<file path="src/rtl/alu_seq.sv">
// Sequential ALU: 1-cycle logic/arith ops, WIDTH-cycle shift-add MUL, N/Z flags qualified by a done strobe.
// Optional C/V flag outputs are enabled by defining ALU_CV_FLAGS_EN.
module alu_seq #(
  parameter int WIDTH = 8
) (
  input  logic             clk,
  input  logic             rst_n,
  input  logic             start,
  input  logic [2:0]       op,
  input  logic [WIDTH-1:0] a,
  input  logic [WIDTH-1:0] b,
`ifdef ALU_CV_FLAGS_EN
  output logic             c,
  output logic             v,
`endif
  output logic             busy,
  output logic             done,
  output logic [WIDTH-1:0] result,
  output logic             n,
  output logic             z
);

  localparam int CW = $clog2(WIDTH + 1);

  typedef enum logic [1:0] {S_IDLE, S_MUL, S_DONE} state_t;

  state_t             state, state_nxt;
  logic [2*WIDTH-1:0] mcand, acc, acc_step;
  logic [WIDTH-1:0]   mplier;
  logic [CW-1:0]      cnt;
  logic [WIDTH-1:0]   simple_res;
  logic               accept, is_mul, mul_last;

  assign accept   = start && (state != S_MUL);
  assign is_mul   = (op == 3'b110);
  assign mul_last = (state == S_MUL) && (cnt == CW'(1));
  assign acc_step = mplier[0] ? (acc + mcand) : acc;

  assign busy = (state == S_MUL);
  assign done = (state == S_DONE);

  always_ff @(posedge clk or negedge rst_n) begin
    if (!rst_n) state <= S_IDLE;
    else        state <= state_nxt;
  end

  always_comb begin
    state_nxt = state;
    case (state)
      S_IDLE, S_DONE: begin
        if (start) state_nxt = is_mul ? S_MUL : S_DONE;
        else       state_nxt = S_IDLE;
      end
      S_MUL:   if (mul_last) state_nxt = S_DONE;
      default: state_nxt = S_IDLE;
    endcase
  end

  always_comb begin
    simple_res = '0;
    case (op)
      3'b000:  simple_res = a + b;
      3'b001:  simple_res = a - b;
      3'b010:  simple_res = a & b;
      3'b011:  simple_res = a | b;
      3'b100:  simple_res = a ^ b;
      3'b101:  simple_res = ~a;
      3'b111:  simple_res = b;
      default: simple_res = '0;
    endcase
  end

`ifdef ALU_CV_FLAGS_EN
  logic [WIDTH:0] add_w, sub_w;
  logic           simple_c, simple_v;

  always_comb begin
    add_w    = {1'b0, a} + {1'b0, b};
    sub_w    = {1'b0, a} - {1'b0, b};
    simple_c = 1'b0;
    simple_v = 1'b0;
    case (op)
      3'b000: begin
        simple_c = add_w[WIDTH];
        simple_v = (a[WIDTH-1] == b[WIDTH-1]) && (add_w[WIDTH-1] != a[WIDTH-1]);
      end
      3'b001: begin
        // c is "no borrow", i.e. a >= b unsigned
        simple_c = ~sub_w[WIDTH];
        simple_v = (a[WIDTH-1] != b[WIDTH-1]) && (sub_w[WIDTH-1] != a[WIDTH-1]);
      end
      default: begin
        simple_c = 1'b0;
        simple_v = 1'b0;
      end
    endcase
  end
`endif

  always_ff @(posedge clk or negedge rst_n) begin
    if (!rst_n) begin
      mcand  <= '0;
      acc    <= '0;
      mplier <= '0;
      cnt    <= '0;
      result <= '0;
      n      <= 1'b0;
      z      <= 1'b0;
`ifdef ALU_CV_FLAGS_EN
      c      <= 1'b0;
      v      <= 1'b0;
`endif
    end else if (accept) begin
      if (is_mul) begin
        acc    <= '0;
        mcand  <= {{WIDTH{1'b0}}, a};
        mplier <= b;
        cnt    <= CW'(WIDTH);
      end else begin
        result <= simple_res;
        n      <= simple_res[WIDTH-1];
        z      <= (simple_res == '0);
`ifdef ALU_CV_FLAGS_EN
        c      <= simple_c;
        v      <= simple_v;
`endif
      end
    end else if (state == S_MUL) begin
      acc    <= acc_step;
      mcand  <= mcand << 1;
      mplier <= mplier >> 1;
      cnt    <= cnt - CW'(1);
      // the final partial product is folded in on the same edge that enters DONE
      if (mul_last) begin
        result <= acc_step[WIDTH-1:0];
        n      <= acc_step[WIDTH-1];
        z      <= (acc_step[WIDTH-1:0] == '0);
`ifdef ALU_CV_FLAGS_EN
        c      <= |acc_step[2*WIDTH-1:WIDTH];
        v      <= 1'b0;
`endif
      end
    end
  end

endmodule

</file>
<file path="config.mk">
export PLATFORM = sky130hd
export DESIGN_NAME = alu_seq
export DESIGN_NICKNAME = d
export VERILOG_FILES = /design/src/rtl/alu_seq.sv
export SDC_FILE = /design/constraint.sdc
export NUM_CORES = 1
export LEC_CHECK = 0
export ABC_AREA = 0
export CAP_MARGIN = 40
export CORE_ASPECT_RATIO = 0.6
export CORE_MARGIN = 2
export CORE_UTILIZATION = 52
export DETAILED_ROUTE_END_ITERATION = 7
export PLACE_DENSITY = 0.76
export SLEW_MARGIN = 10
export SYNTH_ARGS = -nofsm -noshare
export SYNTH_HDL_FRONTEND = slang
export SYNTH_SLANG_ARGS = --single-unit
</file>
<file path="constraint.sdc">
create_clock -name clk -period 2.1 [get_ports clk]
set_input_delay 0.21 -clock clk [delete_from_list [all_inputs] [get_ports clk]]
set_output_delay 0.21 -clock clk [all_outputs]
set_load 0.1 [all_outputs]
</file>
Yosys cells after proc, flatten, opt, wreduce, memory -nomap -nowiden
Cells that the tools add are included.

operators by class
  mux-type cells = 30
  bitwise gates (word level) = 4
  reduce and logical (&&, ||, !) cells = 13
  equality and inequality tests = 14
  add/subtract/negate cells = 4

operators with widths
  kind                 number
  $mux 16              7
  $mux 8               7
  $pmux 8 s7           1
  $add 16x16->16       1
  $logic_not 8->1      2
  $eq 3x3->1 const B   4
  $mux 4               3
  $add 8x8->8          1
  $and 8x8->8          1
  $mux 1               8
  $not 8->8            1
  $or 8x8->8           1
  $sub 8x8->8          1
  $xor 8x8->8          1
  $eq 3x2->1 const B   2
  $mux 2               3
  $ne 2x1->1 const B   3
  $reduce_and 3->1     2
  $reduce_bool 2->1    3
  $eq 4x1->1 const B   1
  $pmux 2 s2           1
  $sub 4x1->4 const B  1
  $eq 3x1->1 const B   1
  $logic_not 3->1      1
  other kinds (7)      8

word-level totals
  input port bits = 22
  flip-flop bits (word level) = 56
  output and inout bits = 12
  logic and storage cells = 74

Depth between registers and ports, before layout
  depth in word-level cells = 6
  depth in mapped cells = 12
  depth with buffers taken out = 12

Least setup slack after synthesis
Ideal clock, no wire load.

  kind = input -> register
  from = in op[0]
  to = reg z
  path slack = -0.570 ns
  required time = 1.974 ns
  arrival = 2.544 ns
  stages = 12
  library setup time = 0.126 ns
  buffers on the path = 1
  path through = buf_6 > nor3b_4 > mux2_2 > inv_1 > ha_1 > nor2b_1 > o2111ai_1 > a21oi_1 > or3_1 > a31oi_1 > nor2_1 > a221o_1

on the way
  longest elaborated chain between the ends = 5
  elaborated cells between the ends (all ways) = 14
  those cells by class = eq/ne: 8; mux: 3; reduce/logical: 3

RTL lines
  what                                RTL line  source
  start, declared                     9         input logic [2:0] op,
  $eq 3x3->1 (tied with other cells)  61        case (op)
  $pmux 8 s7                          61
  $logic_not 8->1                     122       z <= (simple_res == '0);
  $mux 1                              114       if (is_mul) begin
  $mux 1                              113       end else if (accept) begin
  end signal, assigned                122
  end signal, assigned                137       z <= (acc_step[WIDTH-1:0] == '0);
  end, declared                       20        output logic z

Several ways; a longest one is shown, not always the timed one. The select of a mux whose other input is x is not followed.
A chain may end at the register's enable or synchronous reset.

Worst setup path in the final report
  from = reg mcand[1]
  to = reg z

on the way
  longest elaborated chain between the ends = 6

RTL lines
  what                    RTL line  source
  start, declared         28        logic [2*WIDTH-1:0] mcand, acc, acc_step;
  start signal, assigned  116       mcand <= {{WIDTH{1'b0}}, a};
  start signal, assigned  130       mcand <= mcand << 1;
  $add 16x16->16          37        assign acc_step = mplier[0] ? (acc + mcand) : acc;
  $mux 16                 37
  $logic_not 8->1         137
  $mux 1                  134       if (mul_last) begin
  $mux 1                  128       end else if (state == S_MUL) begin
  $mux 1                  113

No other way between the ends. The select of a mux whose other input is x is not followed.

==> metrics <==
status complete, but fails checks; failing checks negative setup slack; clock-pin slew on the worst setup and hold paths approximately 0.09 ns; Worst-Margin Slew about 0.65 ns; worst rel slew slack 0.570; clk_skew 0.0116 ns; Inst Count DP 577; Cell Count, Final, Fillers Out 601; final worst path period share 1.21; average cell area after synthesis between 8 and 9 um^2; kind of critical path flop to flop; Inserted Diodes 0; R2R Setup Slk -0.44 ns; Clock Tree Root clkbuf_8; DRT iter0 DRCs ~360; fin crit period 2.54 ns; Yosys reg bits 39; leading area contributor after synthesis dfrtp_1; Power Total a little under 0.005 W; H-Tree Depth 2; Initial DRT Pass Iterations 7; beginning of the critical path mcand[1]; Max Slew Vio Count 0; Die H 65.7 um; largest cells by area after synthesis dfrtp_1, ha_1, mux2i_1; met2 usage 0.517; CP Buf/Inv Count 0; gpl congestion 0.930; arrival time at the worst endpoint 2.78 ns; Post-Synthesis Net Count 438; vias in the first global route 3,459; clock sink count 39; die area 0.00703 mm^2; cts bufs inserted 5; RSZ-0062 raised after global routing yes; CTS tree built; sequence of cells on the critical path ha_1 > a211oi_1 > o21ai_1 > a211oi_1 > a311oi_1 > a311oi_1 > and4_1 > a221o_1; synthesized instance count 381; Initial Utilization 0.538; io pins 34; worst setup margin -0.441 ns; Leak about 2.4 nW; slowest stage cell, crit path dfrtp_1; port bufs 33; Max Cap Viol 0; core box area 0.00614 mm^2; WL final 12,200 um; share of layout cells above drive strength 1 0.366; GRT Residual Overflow 0; reg2reg start mcand[1]; grt peak-use layer met2; VDD IR max 756 uV; # rows 22; Layout area overhead 49.2%; met1 GRT Util 0.474; initial antenna violation count 0; GR Util met3 0.0655; Mapped Area 0.00330 mm^2; Worst Hold Class input port to flop; ANT nets after route 0; GRT Total Usage 0.330; worst-skew pair later-pin latency 0.30 ns; Critical Path Sink Type flop; CP Launch Type flop; Final setup viols 8; Post-synth EDFFs 0; dpl hpwl around 7900 um; Peak Freq 394 MHz; largest net degree at the start of global routing 31; Pwr per Cell Area 1000 mW/mm^2; Post-synth top flop dfrtp_1; DR WL/cell 20.3 um; DIE WIDTH 107 um; max incr delay on CP roughly 0.44 ns; nets 573; critical path's top delay family compound AO/OA/AOI/OAI gates; post-synth cell types 54; Via density slightly above 6; CP Max Fanout 3; Remaining DRCs 0; min-delay src a[0]; post-synthesis async set-or-reset flop share 1.00; post-synthesis sequential area ratio 0.295; Worst EP required between 2 and 2.5 ns; Final Hold Fails 0; synth warn 0; CTS Buffer Depth 2; Min Hold Slack 0.348 ns; Vias 3,710; first-pass GRT wire length about 18,000 um; Synth top area share 0.295
Yosys cell counts (2+ instances only):
master	instances
nor2_1	24
a221oi_1	4
o211ai_1	2
nor3_1	2
and3_1	2
a31oi_1	3
o211a_1	2
clkbuf_1	6
nand2b_1	4
mux2i_1	27
and4_1	4
nand2_1	53
a21o_1	7
a21oi_1	17
a221o_1	3
o21ai_1	3
o32ai_1	3
inv_1	26
buf_6	3
nand3_1	4
mux2_2	3
or3_1	2
nor4_1	2
and2b_1	2
o22ai_1	8
nor2b_1	6
buf_2	6
o221ai_1	4
xor2_1	2
nand3b_1	2
a311oi_1	2
buf_4	2
o21ai_0	30
fa_1	2
a211oi_1	6
ha_1	33
xnor2_1	15
dfrtp_1	39
state kept, by name, indices dropped and copies added (netlist names):
register,count
state,2
result,8
cnt,4
mplier,8
acc,8
mcand,8
z,1
where the power goes:
group / switching [W] / internal (W) / leakage, nW
combinational: 0.00173 / 0.00128 / 1.88
sequential: 0.000263 / 0.00103 / 0.498
clock: 0.000292 / 0.000354 / 0.0581
total: 0.00228 / 0.00266 / 2.43
per-stage QoR:
stage          worst slack (ns)  utilization  setup TNS, ns  instance area, um^2
6_report                 -0.441        0.803          -1.81                 4930
4_1_cts                  -0.263        0.769         -0.932                 4720
2_1_floorplan            -0.489            -          -1.53                 3330
3_5_place_dp              -1.06        0.712          -6.84                 4370
3_3_place_gp              -1.02        0.712          -6.29                 4370
5_1_grt                  -0.515        0.803          -2.26                 4930
placed cells by master (no fill, tap or decap), types with 3 or more instances in the layout:
cell and instances:
a211oi_1 5, a21o_1 7, a21oi_1 11, a21oi_2 5, a221o_1 3, and4_1 4
buf_2 3, buf_4 110, buf_6 12, clkbuf_8 5, clkdlybuf4s50_1 9, dfrtp_1 39
dlygate4sd2_1 5, ha_1 26, ha_4 6, inv_1 21, inv_2 5, mux2i_1 27
nand2_1 53, nand2b_1 4, nand3_1 4, nor2_1 22, nor2b_4 3, o21ai_0 27
o21ai_1 4, o22ai_1 7, xnor2_1 10, xnor2_2 5
per-layer routing:
metal | vias to the layer above | part of all wire
met5 | - | 0
met4 | 0 | 0.037
met3 | 59 | 0.11
met2 | 278 | 0.44
met1 | 1736 | 0.41
li1 | 1637 | -
worst min-delay path: cells and delay by family:
| family | cells | cell delay [ns] |
|---|---|---|
| simple gates | 1 | 0.07 |
| compound gates | 1 | 0.08 |
| buf+inv | 2 | 0.25 |
final cells by class:
cell class / count / area (um^2)
fillers: 346 / 1210
multi-input cells: 298 / 2430
flip-flops and latches: 39 / 976
repair buffers: 145 / 1200
clock inverters: 3 / 43.8
inverters: 27 / 104
well taps: 84 / 105
clock buffers: 5 / 68.8
final timing paths:
| path | cells past startpoint | end |
|---|---|---|
| hold reg to reg | 1 | state[1] |
| max in group asynchronous | 3 | mplier[5] |
| min in group asynchronous | 2 | result[3] |
| setup reg to reg | 8 | z |
| setup / recovery | 8 | z |
| hold / removal | 4 | mcand[0] |
cells by family after synthesis:
group / Yosys count / synth area share
buffers and inverters: 44 / 0.0614
xor gates and xnor gates: 17 / 0.0451
DFF: 39 / 0.295
AOI/OAI and AO/OA: 104 / 0.208
muxes: 30 / 0.0920
adders and majority gates: 35 / 0.137
and+or+nand+nor: 112 / 0.161
timing repair:
action	CTS	global route
gates resized for setup	68	32
pin swaps	30	29
setup endpoints to repair	9	9
hold buffers	1	0
hold endpoints to repair	26	0
setup buffers	9	7
Power figures use the tool's default switching activity.
